File: src/rtl/seq_pattern_detector.sv
// rtl/seq_pattern_detector.sv - serial bit-pattern detector with optional saturating match counter
// Optional feature macro: SEQ_PATDET_COUNT_EN (match_count register; tied to 0 when undefined)
module seq_pattern_detector #(
    parameter int PAT_W = 8,
    parameter int CNT_W = 16,
    parameter int LW    = $clog2(PAT_W + 1)
) (
    input  logic             clk,
    input  logic             rst_n,
    input  logic             in_valid,
    input  logic             in,
    input  logic [PAT_W-1:0] pat,
    input  logic [LW-1:0]    pat_len,
    input  logic             overlap,
    input  logic             clr,
    output logic             out,
    output logic [CNT_W-1:0] match_count
);

    logic [PAT_W-1:0] r_hist;
    logic [LW-1:0]    r_fill;
    logic             r_out;

    logic [LW-1:0]    w_len;
    logic [PAT_W-1:0] w_mask;
    logic [PAT_W-1:0] w_cand;
    logic             w_fill_ok;
    logic             w_match;

    // Lengths beyond PAT_W are clamped to the full history window.
    always_comb begin
        w_len = pat_len;
        if (pat_len > LW'(PAT_W)) begin
            w_len = LW'(PAT_W);
        end
    end

    always_comb begin
        w_mask = '0;
        for (int i = 0; i < PAT_W; i++) begin
            w_mask[i] = (i < int'(w_len));
        end
    end

    always_comb begin
        w_cand    = {r_hist[PAT_W-2:0], in};
        w_fill_ok = ({1'b0, r_fill} + (LW+1)'(1)) >= {1'b0, w_len};
        w_match   = in_valid && (w_len != '0) && w_fill_ok &&
                    (((w_cand ^ pat) & w_mask) == '0);
    end

    always_ff @(posedge clk or negedge rst_n) begin
        if (!rst_n) begin
            r_hist <= '0;
            r_fill <= '0;
            r_out  <= 1'b0;
        end else if (clr) begin
            r_hist <= '0;
            r_fill <= '0;
            r_out  <= 1'b0;
        end else if (in_valid) begin
            r_hist <= w_cand;
            r_out  <= w_match;
            // A non-overlapping match retires the whole window from future matches.
            if (w_match && !overlap) begin
                r_fill <= '0;
            end else if (r_fill != LW'(PAT_W)) begin
                r_fill <= r_fill + LW'(1);
            end
        end else begin
            r_out <= 1'b0;
        end
    end

    assign out = r_out;

`ifdef SEQ_PATDET_COUNT_EN
    logic [CNT_W-1:0] r_count;

    always_ff @(posedge clk or negedge rst_n) begin
        if (!rst_n) begin
            r_count <= '0;
        end else if (clr) begin
            r_count <= '0;
        end else if (w_match && (r_count != '1)) begin
            r_count <= r_count + CNT_W'(1);
        end
    end

    assign match_count = r_count;
`else
    assign match_count = '0;
`endif

endmodule

File: config.mk
export PLATFORM = sky130hd
export DESIGN_NAME = seq_pattern_detector
export DESIGN_NICKNAME = d
export VERILOG_FILES = /design/src/rtl/seq_pattern_detector.sv
export SDC_FILE = /design/constraint.sdc
export NUM_CORES = 1
export LEC_CHECK = 0
export ABC_AREA = 1
export BUFFER_PORTS_ARGS = -buffer_cell sky130_fd_sc_hd__buf_2
export CAP_MARGIN = 20
export CORE_UTILIZATION = 41
export DETAILED_ROUTE_END_ITERATION = 12
export GPL_TIMING_DRIVEN = 0
export HOLD_SLACK_MARGIN = 0.1
export PLACE_DENSITY = 0.69
export SYNTH_ARGS = -nofsm -noshare
export SYNTH_HDL_FRONTEND = slang
export SYNTH_SLANG_ARGS = --single-unit
File: constraint.sdc
create_clock -name clk -period 1.7 [get_ports clk]
set_input_delay 0.085 -clock clk [delete_from_list [all_inputs] [get_ports clk]]
set_output_delay 0.085 -clock clk [all_outputs]
set_load 0.01 [all_outputs]
Word-level counts from Yosys, hierarchy flattened
Cells that the tools add are included.
- flip-flop bits (word level): 12
- output and inout port bits: 17
- word-level logic and storage cells: 37
- input port bits: 18
- order comparisons: 10
- multiplexer cells: 9
- bitwise operators: 2
- equality and inequality tests: 1
- $add $sub $neg: 2
- reductions and logical operators: 10
- operators by type and width (operator ; number):
    4-bit two-way mux ; 5
    3-bit by 4-bit less-than comparator with 1-bit output, first input constant ; 4
    7-bit two-way mux ; 2
    8-bit AND ; 1
    8-bit logical NOT ; 1
    1-bit by 4-bit less-than comparator with 1-bit output, first input constant ; 2
    2-bit by 4-bit less-than comparator with 1-bit output, first input constant ; 2
    8-bit XOR ; 1
    4-bit by 1-bit adder with 5-bit output, second input constant ; 1
    5-bit by 4-bit >= comparator with 1-bit output ; 1
    4-bit by 1-bit adder with 4-bit output, second input constant ; 1
    4-bit greater-than comparator, second input constant ; 1
    1-bit logical AND ; 4
    4-bit != test, second input constant ; 1
    4-bit nonzero test ; 1
    3-bit nonzero test ; 1
    1-bit two-way mux ; 2
    2-bit AND reduction ; 1
    2-bit nonzero test ; 1
    1-bit logical NOT ; 1

Longest topological paths before layout
- depth after elaboration: 10
- depth in mapped cells: 13
- depth with buffers taken out: 13

Worst setup path before layout
Ideal clock, no wire load.
- path kind: register to register
- start point: register r_fill[0]
- end point: register r_fill[0]
- path buffers: 0
- arrival time: 1.776 ns
- period minus slack after synthesis: 1.893 ns
- cell stages (with the launch flop): 13
- setup slack: -0.193 ns
- setup time: 0.118 ns
- cell sequence: dfrtp_1 -> ha_1 -> xor2_1 -> ha_1 -> nand2_1 -> nor2_1 -> nand2_1 -> nand4_2 -> nand4_4 -> nand3_4 -> nand2_4 -> nand2_1 -> nand2_1
- cells in the longest elaborated chain, start to end: 8
- RTL lines (item ; line ; source):
    from (decl) ; 21 ; logic [LW-1:0] r_fill;
    from (signal assigned) ; 68 ; r_fill <= r_fill + LW'(1);
    4-bit by 1-bit adder with 5-bit output ; 47 ; w_fill_ok = ({1'b0, r_fill} + (LW+1)'(1)) >= {1'b0, w_len};
    5-bit by 4-bit >= comparator with 1-bit output ; 47 ;
    1-bit logical AND (2 in a row) ; 48 ; w_match = in_valid && (w_len != '0) && w_fill_ok &&
    1-bit logical AND ; 65 ; if (w_match && !overlap) begin
    4-bit two-way mux ; 65 ;
    4-bit two-way mux ; 61 ; end else if (in_valid) begin
    4-bit two-way mux ; 57 ; end else if (clr) begin
Parallel ways exist; a longest one is shown, timed or not. The select of a mux whose other input is x is not followed.
A chain may end at the register's enable or synchronous reset.

Final worst setup path
- start point: register r_fill[0]
- end point: register r_fill[2]
Same word-level chain as after synthesis.

==> qor.yml <==
yosysMostFrequentCell: "nand2_1"
drive_gt1_share_pct: 35.0
p_clk_share_pct: 23.5
crit_path_end_kind: "flip-flop"
synth_compound_area_share_pct: 4.46
power_density_mw_per_mm2: 615
fin_hold_ws_ns: 0.142
violations: "negative setup slack"
grt_first_pass_wirelength_mm: 3.72
synth_top_family_by_area: "simple AND/OR/NAND/NOR gates"
finalMaxSlewViolations: 0
start_util_pct: 44.8
grt_use_total_pct: 17.4
dr_total_vias: 1092
wirelength_mm: 2.41
cts_max_level: 1
syn_area_per_cell_sq_um: 6.89
synth-warning-count: 0
dp_slack_ns: -0.367
die-area_sq_mm: 0.00302
ctsLongestPathBuffers: 2
fmax_ghz: 0.508
netlist_area_sq_mm: 0.00115
grt.overflow.total: 0
synthArstFlopShare_pct: 100
vias_per_cell: 4.48
synth_top_cell_by_area: "dfrtp_1"
grt_start_max_net_pins: 13
final-setup-viol-count: 5
crit_fanout: 5
synthTopCellsByArea: "dfrtp_1 26%, nand2_1 14%, buf_4 10%"
ys_types: 24
numPortBuffers: 18
clock_latency_ns: 0.27
p_int_mw: 0.630
wire_per_inst_microns: 9.89
dieWidth_microns: 55.0
setup_slack_ns: -0.268
antennaDiodeCount: 0
power_frac_seq_pct: 34.1
swShare_pct: 33.1
cp-start-kind: "flip-flop"
syn_to_final_growth_pct: 33.0
drv_cap: 0
synth-edff-count: 0
cts_tree: "done"
grt_pass1_vias: 939
rrSetupSlack_ns: -0.27
hold_path_class: "in2reg"
cts_inserted_buffers: 3
dpl.hpwl_mm: 1.87
ys_seq_area_share_pct: 26.1
ir_worst_vdd_mv: 0.637
synthSimpleGateAreaFrac_pct: 37.1
worst-setup-path-type: "reg2reg"
clock_sinks: 12
setup_tns_ns: -1.28
cts_root_buffer: "clkbuf_4"
core_area_sq_mm: 0.00257
worstPathArrival_ns: 2.13
firstDrtPassIters: 4
place.gp.congestion: 0.776
comb_power_share_pct: 42.4
fin_nets: 239
pin_count: 35
synth_commonest_cells: "44 x nand2_1, 28 x inv_1, 16 x buf_4"
postSynth.topFlopCell: "dfrtp_1"
hold_viol_final: 0
outcome: "finished with violations"
antenna_found_initial: 0
synthCells: 167
remaining_drc_errors: 0
p_sw_mw: 0.311
worstPathRequired_ns: 1.86
path_clk_slew_ns: 0.07
rows: 18
skew_ns: 0.00343
fin_crit_ns: 1.97
synthMuxAreaShare_pct: 0
drtIter0Drc: 14
finalCritPeriodShare_pct: 116
synthAdderAreaFrac_pct: 6.52
leakage_nw: 0.859
ys_seq_elements: 12
die_y_microns: 55.0
synth_top_area_share_pct: 26.1
synth_xor_area_share_pct: 3.04
antenna_left: 0
rsz0062_at_grt: "yes"
-- repair_timing --
item / 4_1_cts / 5_1_grt
endpoints found under the hold margin: 13 / 0
resized for setup: 7 / 4
pin swaps: 4 / 2
cloned: 0 / 0
hold buffers: 2 / 0
setup buffers: 6 / 2
setup endpoints to repair: 5 / 5
-- final cells by class --
class | instances | area (sq um)
Clock buffer | 4 | 36.3
Inverter | 32 | 134
Sequential cell | 12 | 304
Timing Repair Buffer | 28 | 183
Fill cell | 246 | 1040
Multi-Input combinational cell | 121 | 712
Tap cell | 30 | 37.5
Buffer | 17 | 125
-- worst max-delay path, cell delays in order, from the launching register on --
cell and delay [ns]:
dfrtp_2 0.46, ha_4 0.20, xor2_4 0.16, ha_4 0.28, nand2_1 0.06, nor2_1 0.08
nand2_1 0.07, nand4_2 0.13, nand4_4 0.11, nand3_4 0.12, nand2_4 0.07, nand2_1 0.06
nand2_1 0.06
-- per-stage QoR --
step	cell area, sq um	power [mW]	instances	utilization [%]
after floorplan	1210	0.533	182	-
after global placement	1340	0.591	230	52.1
after detailed placement	1340	0.606	230	52.1
after CTS	1510	0.913	242	58.7
after global routing	1530	1.01	244	59.6
final	1530	0.941	244	59.6
-- metal layers --
layer	vias to the layer above	GRT usage [%]	wire (microns)
li1	574	-	-
met3	2	0.820	117
met1	481	22.0	1120
met2	35	30.3	1160
met4	0	7.50	10
met5	-	0	0
-- path summary, 6_finish.rpt --
check	startpoint	to	depth (start not counted)
min in group asynchronous	rst_n	r_hist[4]	2
worst min register to register	r_fill[3]	r_fill[3]	2
worst max-delay path	r_fill[0]	r_fill[2]	12
max in group asynchronous	rst_n	r_fill[1]	2
worst min-delay path	in_valid	r_hist[6]	4
worst max register to register	r_fill[0]	r_fill[2]	12
-- layout by cell type, fill, tap and decap left out, types with 3 or more instances in the layout --
cell type / netlist / routed
nand2_1: 44 / 43
inv_1: 28 / 27
dfrtp_2: 0 / 3
nand2_2: 8 / 9
ha_1: 6 / 3
dfrtp_1: 12 / 9
buf_4: 16 / 23
nand3_1: 13 / 12
o22ai_1: 6 / 6
conb_1: 1 / 16
clkbuf_4: 0 / 3
nor2_1: 14 / 14
inv_2: 3 / 4
buf_2: 1 / 19
ha_4: 0 / 3
-- sequential cells by signal, summed over array words and instances (netlist names) --
signal  flops
out         1
r_fill      4
r_hist      7
-- power groups by stage --
stage          logic [mW]  clock network, mW  registers (mW)
2_1_floorplan       0.217                  0           0.317
3_3_place_gp        0.272                  0           0.319
3_5_place_dp        0.285                  0           0.321
4_1_cts             0.368              0.229           0.317
5_1_grt             0.441              0.241           0.325
6_report            0.399              0.221           0.321
-- cell families after synthesis --
| family | count (synthesis) |
|---|---|
| AOI/OAI and AO/OA | 8 |
| other | 1 |
| and+or+nand+nor | 87 |
| buffers and inverters | 49 |
| xor gates and xnor gates | 4 |
| adders and majority gates | 6 |
| DFF | 12 |
(Power assumes the default switching activity.)
